==> src/rtl/trap_sequencer.sv <==
// -----------------------------------------------------------------------------
// trap_sequencer
//   Sequences CSR updates on trap entry (synchronous exception or interrupt)
//   and on MRET. Arbitrates the three request sources, walks the CSR write
//   port one register per cycle, then pulses redirect/flush toward mtvec
//   (trap) or mepc (MRET). While busy it is the only CSR writer and holds the
//   pipeline stalled.
//
// Ports
//   clk, rst_n     clock (rising edge), asynchronous active-low reset
//   exc_valid      synchronous exception request; exc_cause / exc_pc describe it
//   mret_valid     MRET request
//   irq            level-sensitive interrupt lines (lowest index wins)
//   irq_pc         PC saved to mepc when an interrupt is taken
//   mstatus_mie    current mstatus.MIE
//   mstatus_mpie   current mstatus.MPIE
//   csr_rdata      CSR read data for csr_addr
//   csr_w          CSR write enable            (registered)
//   csr_addr       CSR address                 (registered)
//   csr_wdata      CSR write data              (registered)
//   stall          hold fetch/decode; combinational in the accept cycle
//   flush          one-cycle pulse alongside redirect (registered)
//   redirect       one-cycle pulse: load redirect_pc into the PC (registered)
//   redirect_pc    word-aligned target; holds until the next redirect
// -----------------------------------------------------------------------------
module trap_sequencer #(
  parameter int unsigned NUM_IRQ      = 8,
  parameter logic [11:0] ADDR_MSTATUS = 12'h000,
  parameter logic [11:0] ADDR_MTVEC   = 12'h005,
  parameter logic [11:0] ADDR_MEPC    = 12'h041,
  parameter logic [11:0] ADDR_MCAUSE  = 12'h042
) (
  input  logic               clk,
  input  logic               rst_n,
  input  logic               exc_valid,
  input  logic [4:0]         exc_cause,
  input  logic [31:0]        exc_pc,
  input  logic               mret_valid,
  input  logic [NUM_IRQ-1:0] irq,
  input  logic [31:0]        irq_pc,
  input  logic               mstatus_mie,
  input  logic               mstatus_mpie,
  input  logic [31:0]        csr_rdata,
  output logic               csr_w,
  output logic [11:0]        csr_addr,
  output logic [31:0]        csr_wdata,
  output logic               stall,
  output logic               flush,
  output logic               redirect,
  output logic [31:0]        redirect_pc
);

  typedef enum logic [2:0] {
    IDLE,
    W_EPC,
    W_CAUSE,
    W_STATUS,
    R_TVEC,
    R_EPC,
    W_MSTAT,
    REDIR
  } state_t;

  state_t      state;
  logic [31:0] cause;
  logic        prev_ie;
  logic        mpie_l;
  logic [31:0] target;

  logic        irq_any;
  logic [4:0]  irq_idx;
  logic        idle;
  logic        take_exc;
  logic        take_mret;
  logic        take_irq;
  logic [31:0] rdata_aligned;

  // Lowest-index pending interrupt: scan downward so the last hit is the lowest.
  always_comb begin
    irq_any = 1'b0;
    irq_idx = '0;
    for (int unsigned i = NUM_IRQ; i > 0; i--) begin
      if (irq[i-1]) begin
        irq_any = 1'b1;
        irq_idx = 5'(i - 1);
      end
    end
  end

  // Accept only in IDLE and never while reset is held, so stall reads 0 in reset.
  assign idle      = rst_n && (state == IDLE);
  assign take_exc  = idle && exc_valid;
  assign take_mret = idle && !exc_valid && mret_valid;
  assign take_irq  = idle && !exc_valid && !mret_valid && irq_any && mstatus_mie;

  assign stall = (state != IDLE) || take_exc || take_mret || take_irq;

  assign rdata_aligned = csr_rdata & 32'hFFFF_FFFC;

  always_ff @(posedge clk or negedge rst_n) begin
    if (!rst_n) begin
      state       <= IDLE;
      cause       <= '0;
      prev_ie     <= 1'b0;
      mpie_l      <= 1'b0;
      target      <= '0;
      csr_w       <= 1'b0;
      csr_addr    <= '0;
      csr_wdata   <= '0;
      flush       <= 1'b0;
      redirect    <= 1'b0;
      redirect_pc <= '0;
    end else begin
      flush    <= 1'b0;
      redirect <= 1'b0;
      case (state)
        IDLE: begin
          // The saved PC goes straight onto the write port for the W_EPC cycle,
          // so it needs no separate holding register.
          if (take_exc) begin
            cause     <= {27'b0, exc_cause};
            prev_ie   <= mstatus_mie;
            state     <= W_EPC;
            csr_w     <= 1'b1;
            csr_addr  <= ADDR_MEPC;
            csr_wdata <= exc_pc;
          end else if (take_mret) begin
            mpie_l    <= mstatus_mpie;
            state     <= R_EPC;
            csr_w     <= 1'b0;
            csr_addr  <= ADDR_MEPC;
            csr_wdata <= '0;
          end else if (take_irq) begin
            cause     <= {1'b1, 26'b0, irq_idx};
            prev_ie   <= 1'b1;
            state     <= W_EPC;
            csr_w     <= 1'b1;
            csr_addr  <= ADDR_MEPC;
            csr_wdata <= irq_pc;
          end else begin
            csr_w     <= 1'b0;
            csr_addr  <= '0;
            csr_wdata <= '0;
          end
        end

        W_EPC: begin
          state     <= W_CAUSE;
          csr_w     <= 1'b1;
          csr_addr  <= ADDR_MCAUSE;
          csr_wdata <= cause;
        end

        W_CAUSE: begin
          // MPIE (bit 7) takes the prior interrupt enable; MIE (bit 3) cleared.
          state     <= W_STATUS;
          csr_w     <= 1'b1;
          csr_addr  <= ADDR_MSTATUS;
          csr_wdata <= {24'b0, prev_ie, 7'b0};
        end

        W_STATUS: begin
          state     <= R_TVEC;
          csr_w     <= 1'b0;
          csr_addr  <= ADDR_MTVEC;
          csr_wdata <= '0;
        end

        R_TVEC: begin
          // mtvec is on csr_rdata this cycle; load it straight into the target.
          target      <= rdata_aligned;
          redirect_pc <= rdata_aligned;
          redirect    <= 1'b1;
          flush       <= 1'b1;
          state       <= REDIR;
          csr_w       <= 1'b0;
          csr_addr    <= '0;
          csr_wdata   <= '0;
        end

        R_EPC: begin
          target    <= rdata_aligned;
          state     <= W_MSTAT;
          csr_w     <= 1'b1;
          csr_addr  <= ADDR_MSTATUS;
          csr_wdata <= {24'b0, 1'b1, 3'b0, mpie_l, 3'b0};
        end

        W_MSTAT: begin
          redirect_pc <= target;
          redirect    <= 1'b1;
          flush       <= 1'b1;
          state       <= REDIR;
          csr_w       <= 1'b0;
          csr_addr    <= '0;
          csr_wdata   <= '0;
        end

        REDIR: begin
          state     <= IDLE;
          csr_w     <= 1'b0;
          csr_addr  <= '0;
          csr_wdata <= '0;
        end

        default: begin
          state     <= IDLE;
          csr_w     <= 1'b0;
          csr_addr  <= '0;
          csr_wdata <= '0;
        end
      endcase
    end
  end

endmodule

==> config.mk <==
export PLATFORM = sky130hd
export DESIGN_NAME = trap_sequencer
export DESIGN_NICKNAME = d
export VERILOG_FILES = /design/src/rtl/trap_sequencer.sv
export SDC_FILE = /design/constraint.sdc
export NUM_CORES = 1
export LEC_CHECK = 0
export ABC_AREA = 1
export BUFFER_PORTS_ARGS = -buffer_cell sky130_fd_sc_hd__buf_4
export CORE_MARGIN = 2
export CORE_UTILIZATION = 50
export DETAILED_ROUTE_END_ITERATION = 7
export PLACE_DENSITY = 0.82
export SYNTH_ARGS = -nofsm -noshare
export SYNTH_HDL_FRONTEND = slang
export SYNTH_SLANG_ARGS = --single-unit
==> constraint.sdc <==
create_clock -name clk -period 2.52 [get_ports clk]
set_input_delay 0.504 -clock clk [delete_from_list [all_inputs] [get_ports clk]]
set_output_delay 0.504 -clock clk [all_outputs]
set_load 0.01 [all_outputs]
* Word-level counts from Yosys, hierarchy flattened
Index checks and enable logic that the tools add are counted.
** Operators by class
- Equality and inequality tests :: 9
- Mux-type cells :: 40
- Bitwise gates (word level) :: 1
- Reductions and logical operators :: 23
** Operators by type and width (number)
- 32-bit two-way mux :: 6
- 32-bit one-hot mux with 5 select lines :: 1
- 32-bit one-hot mux with 2 select lines :: 1
- 12-bit one-hot mux with 4 select lines :: 1
- 5-bit two-way mux :: 6
- 7-bit two-way mux :: 3
- 3-bit one-hot mux with 7 select lines :: 1
- 1-bit two-way mux :: 15
- 3-bit two-way mux :: 5
- 3-bit equality test (second input constant) :: 4
- 1-bit logical AND :: 7
- 3-bit by 2-bit equality test with 1-bit output (second input constant) :: 2
- 3-bit AND reduction :: 2
- 5-bit OR reduction :: 1
- 4-bit inequality test (second input constant) :: 1
- 2-bit nonzero test :: 2
- 2-bit OR reduction :: 2
- 4-bit OR reduction :: 1
- 3-bit by 1-bit equality test with 1-bit output (second input constant) :: 1
- 3-bit zero test :: 1
- 1-bit logical OR :: 3
- 1-bit one-hot mux with 3 select lines :: 1
- 3-bit nonzero test :: 1
- 3-bit OR reduction :: 1
- other kinds (3) :: 4
** Storage, ports and cells
- Register bits after elaboration :: 145
- Output and inout bits :: 80

* Longest topological paths before layout
- Depth in word-level cells :: 14
- Gate-level depth with buffers :: 11
- Mapped depth without buffers :: 11

* Least setup slack after synthesis
Ideal clock, no wire load.
- Path kind :: flip-flop to output port
- Start point :: register state[2]
- End point :: output stall
- Arrival :: 1.215 ns
- Data required time :: 2.016 ns
- Slack :: 0.801 ns
- Stages on the path, launching flop included :: 8
- Buffers on the path :: 2
- Cell sequence :: dfrtp_1 > buf_6 > nor3_4 > nand3_2 > buf_2 > nand2_1 > nor2_1 > nand2_1
** Between the ends
- Cells in the longest elaborated chain, start to end :: 7
** RTL lines
- start, declared :: line 64 : state_t state;
- start signal, assigned :: line 102 : state <= IDLE;
- start signal, assigned :: line 123 : state <= W_EPC;
- start signal, assigned :: line 129 : state <= R_EPC;
- 3-bit zero test :: line 91 : assign idle = rst_n && (state == IDLE);
- 1-bit logical AND :: line 91
- 1-bit logical AND :: line 93, 94
- 1-bit logical AND (3 in a row) :: line 94 : assign take_irq = idle && !exc_valid && !mret_valid && irq_any && mstatus_mie;
- 1-bit logical OR * :: line 96 : assign stall = (state != IDLE) || take_exc || take_mret || take_irq;
- end, declared :: line 47 : output logic stall,
Mark *: on every way between the ends. The rest lies on a longest branch, timed or not.

* Final worst setup path
- Start point :: input rst_n
- End point :: output stall
** Between the ends
- Cells in the longest elaborated chain, start to end :: 6
** RTL lines
- start, declared :: line 34 : input logic rst_n,
- 1-bit logical AND * :: line 91
- 1-bit logical AND :: line 93, 94
- 1-bit logical AND (3 in a row) :: line 94
- 1-bit logical OR * :: line 96
Marked as above.

==> impl_metrics.json <==
{
  "synth_common_cells": "nand2_1, dfrtp_1, o21ai_0",
  "wl_um": 12630,
  "crit_required_ps": 2020,
  "synth-edff-count": 0,
  "synth_warnings": 0,
  "syn_inst": 565,
  "finalSetupViolations": 0,
  "power_density_nw_per_um2": 983.6,
  "io_buffers": 182,
  "clk_pin_slew_ps": 100,
  "htreeDepth": 3,
  "dr.pass1.iters": 5,
  "timing.final.ws_setup_ps": 110.3,
  "worst-path-max-fanout": 13,
  "drv_cap": 0,
  "clockBufferDepth": 2,
  "crit_path_end_kind": "primary output",
  "gp_congestion": 0.8594,
  "grt_overflow": 0,
  "min_period_over_period_pct": 95.62,
  "cts_tree": "yes",
  "final_max_slew_viol_count": 0,
  "area_growth_pct": 33.17,
  "status": "completed",
  "dp_hpwl_um": 8866,
  "rsz0062_at_grt": "no",
  "synthFlopType": "dfrtp_1",
  "cts_buffers": 9,
  "clk_latency_ps": 360,
  "grt_util_all_layers_pct": 23.96,
  "post_drt_via_cell_ratio": 5.165,
  "max_freq_mhz": 415.0,
  "drive_gt1_share_pct": 29.62,
  "seq_area_frac_synth_pct": 56.32,
  "synth.avg_cell_area_um2": 8.572,
  "synth.top_cell.area_share_pct": 56.32,
  "synth_cell_type_count": 24,
  "drc": 0,
  "tightest_slew_ps": 890.2,
  "die_x_um": 102.4,
  "path_class": "in -> out",
  "hold_viol": 0,
  "postRouteAntennaNets": 0,
  "design.core.area_um2": 9328,
  "rows": 35,
  "die-area_um2": 10490,
  "critPathLaunchType": "input pin",
  "min-delay-path-class": "in -> reg",
  "ys_ff_latch": 109,
  "grt_antenna_before_repair": 0,
  "use_met1_pct": 30.25,
  "cp.arrival_ps": 1910,
  "synth.most_common_cell": "nand2_1",
  "n_antenna_cell": 0,
  "grt.met2_usage_pct": 40.22,
  "clock_sinks": 109,
  "yosysTopAreaCell": "dfrtp_1",
  "nets": 846,
  "netlist_top_cells_area": "dfrtp_1, nand2_1, o21ai_0, nand3_1, o211ai_1",
  "syn_area_um2": 4843,
  "die_y_um": 102.4,
  "async_flop_share_pct": 100.0,
  "busiest_layer": "met2",
  "min_period_ps": 2410,
  "clockRootBuffer": "clkbuf_8",
  "fin_skew_ps": 11.45,
  "pin_count": 195,
  "grt_max_degree": 73,
  "pre_cts_ws_ps": 456.9,
  "grt_pass1_vias": 4293,
  "relSlewSlack_pct": 40.65,
  "via_count": 4468,
  "drt_iter0_drc": 238,
  "vdd_drop_max_uv": 465.9,
  "wire_per_inst_um": 14.60,
  "fin_tns_setup_ps": 0,
  "grt_pass1_wl_um": 19800,
  "p_leak_nw": 3.607,
  "initial_core_util_pct": 51.92,
  "use_met3_pct": 5.062
}
metrics by stage:
step / power (mW) / util [%] / area, um2 / hold WS (ps) / instances
2_1_floorplan: 4.177 / - / 4877 / 208.4 / 574
3_3_place_gp: 5.099 / 66.64 / 6216 / 358.3 / 848
3_5_place_dp: 5.238 / 66.64 / 6216 / 360.1 / 848
4_1_cts: 6.384 / 69.04 / 6440 / 319.0 / 865
5_1_grt: 6.823 / 69.15 / 6450 / 326.6 / 865
6_report: 6.344 / 69.15 / 6450 / 338.8 / 865
placed cells by master (no fill, tap or decap), drive strengths merged, types with 10 or more instances in the layout:
cell / netlist / routed
buf: 34 / 191
clkbuf: 12 / 10
conb: 1 / 10
dfrtp: 109 / 109
inv: 52 / 53
nand2: 189 / 189
nand3: 50 / 50
nor2: 16 / 16
o211ai: 31 / 31
o21ai: 63 / 63
final timing paths:
kind | cells after the start | slack (ps) | to | start
setup reg to reg | 7 | 510 | cause[2] | state[2]
setup / recovery | 7 | 110 | stall | rst_n
min in group asynchronous | 2 | 600 | cause[1] | rst_n
hold reg to reg | 2 | 500 | target[25] | target[25]
max in group asynchronous | 4 | 380 | target[10] | rst_n
hold / removal | 3 | 340 | csr_wdata[29] | exc_pc[29]
kinds of logic after synthesis:
kind of cell | after synthesis | synth area share (%)
AND/OR/NAND/NOR | 258 | 22.19
flip-flops | 109 | 56.32
buffers and inverters | 99 | 9.635
AO/OA/AOI/OAI | 98 | 11.78
other | 1 | 0.07743
cell type report:
cell class | instances | area [um2]
Multi-Input combinational cell | 366 | 1703
Clock inverter | 6 | 86.33
Clock buffer | 10 | 127.6
Fill cell | 744 | 2878
Sequential cell | 109 | 2728
Inverter | 53 | 200.2
Timing Repair Buffer | 192 | 1444
Tap cell | 129 | 161.4
state kept, by name, indices dropped and copies added (netlist names):
signal	flops
cause	6
csr_addr	4
csr_w	1
csr_wdata	32
mpie_l	1
prev_ie	1
redirect	1
redirect_pc	30
state	3
target	30
layer usage:
layer,wire (um),vias to the layer above
met1,4876,2139
met2,6561,187
met4,300,0
met5,0,-
met3,894,31
li1,-,2111
critical path: stages:
cell	delay, ps
dlygate4sd3_1	580
buf_4	220
nand3_4	170
nand2_1	70
nor2_1	140
nand2_1	70
buf_4	150
repair_timing:
action | 4_1_cts | 5_1_grt
setup endpoints to repair | 0 | 1
setup buffers | 0 | 0
hold buffers | 1 | 0
resized for setup | 0 | 2
endpoints found under the hold margin | 10 | 0
power breakdown:
part	leakage [nW]	switching (mW)	internal (mW)
Clock	0.107	0.580	0.561
Sequential	1.39	0.363	2.40
Combinational	2.10	1.42	1.01
Total	3.61	2.37	3.98
Power figures use the tool's default switching activity.
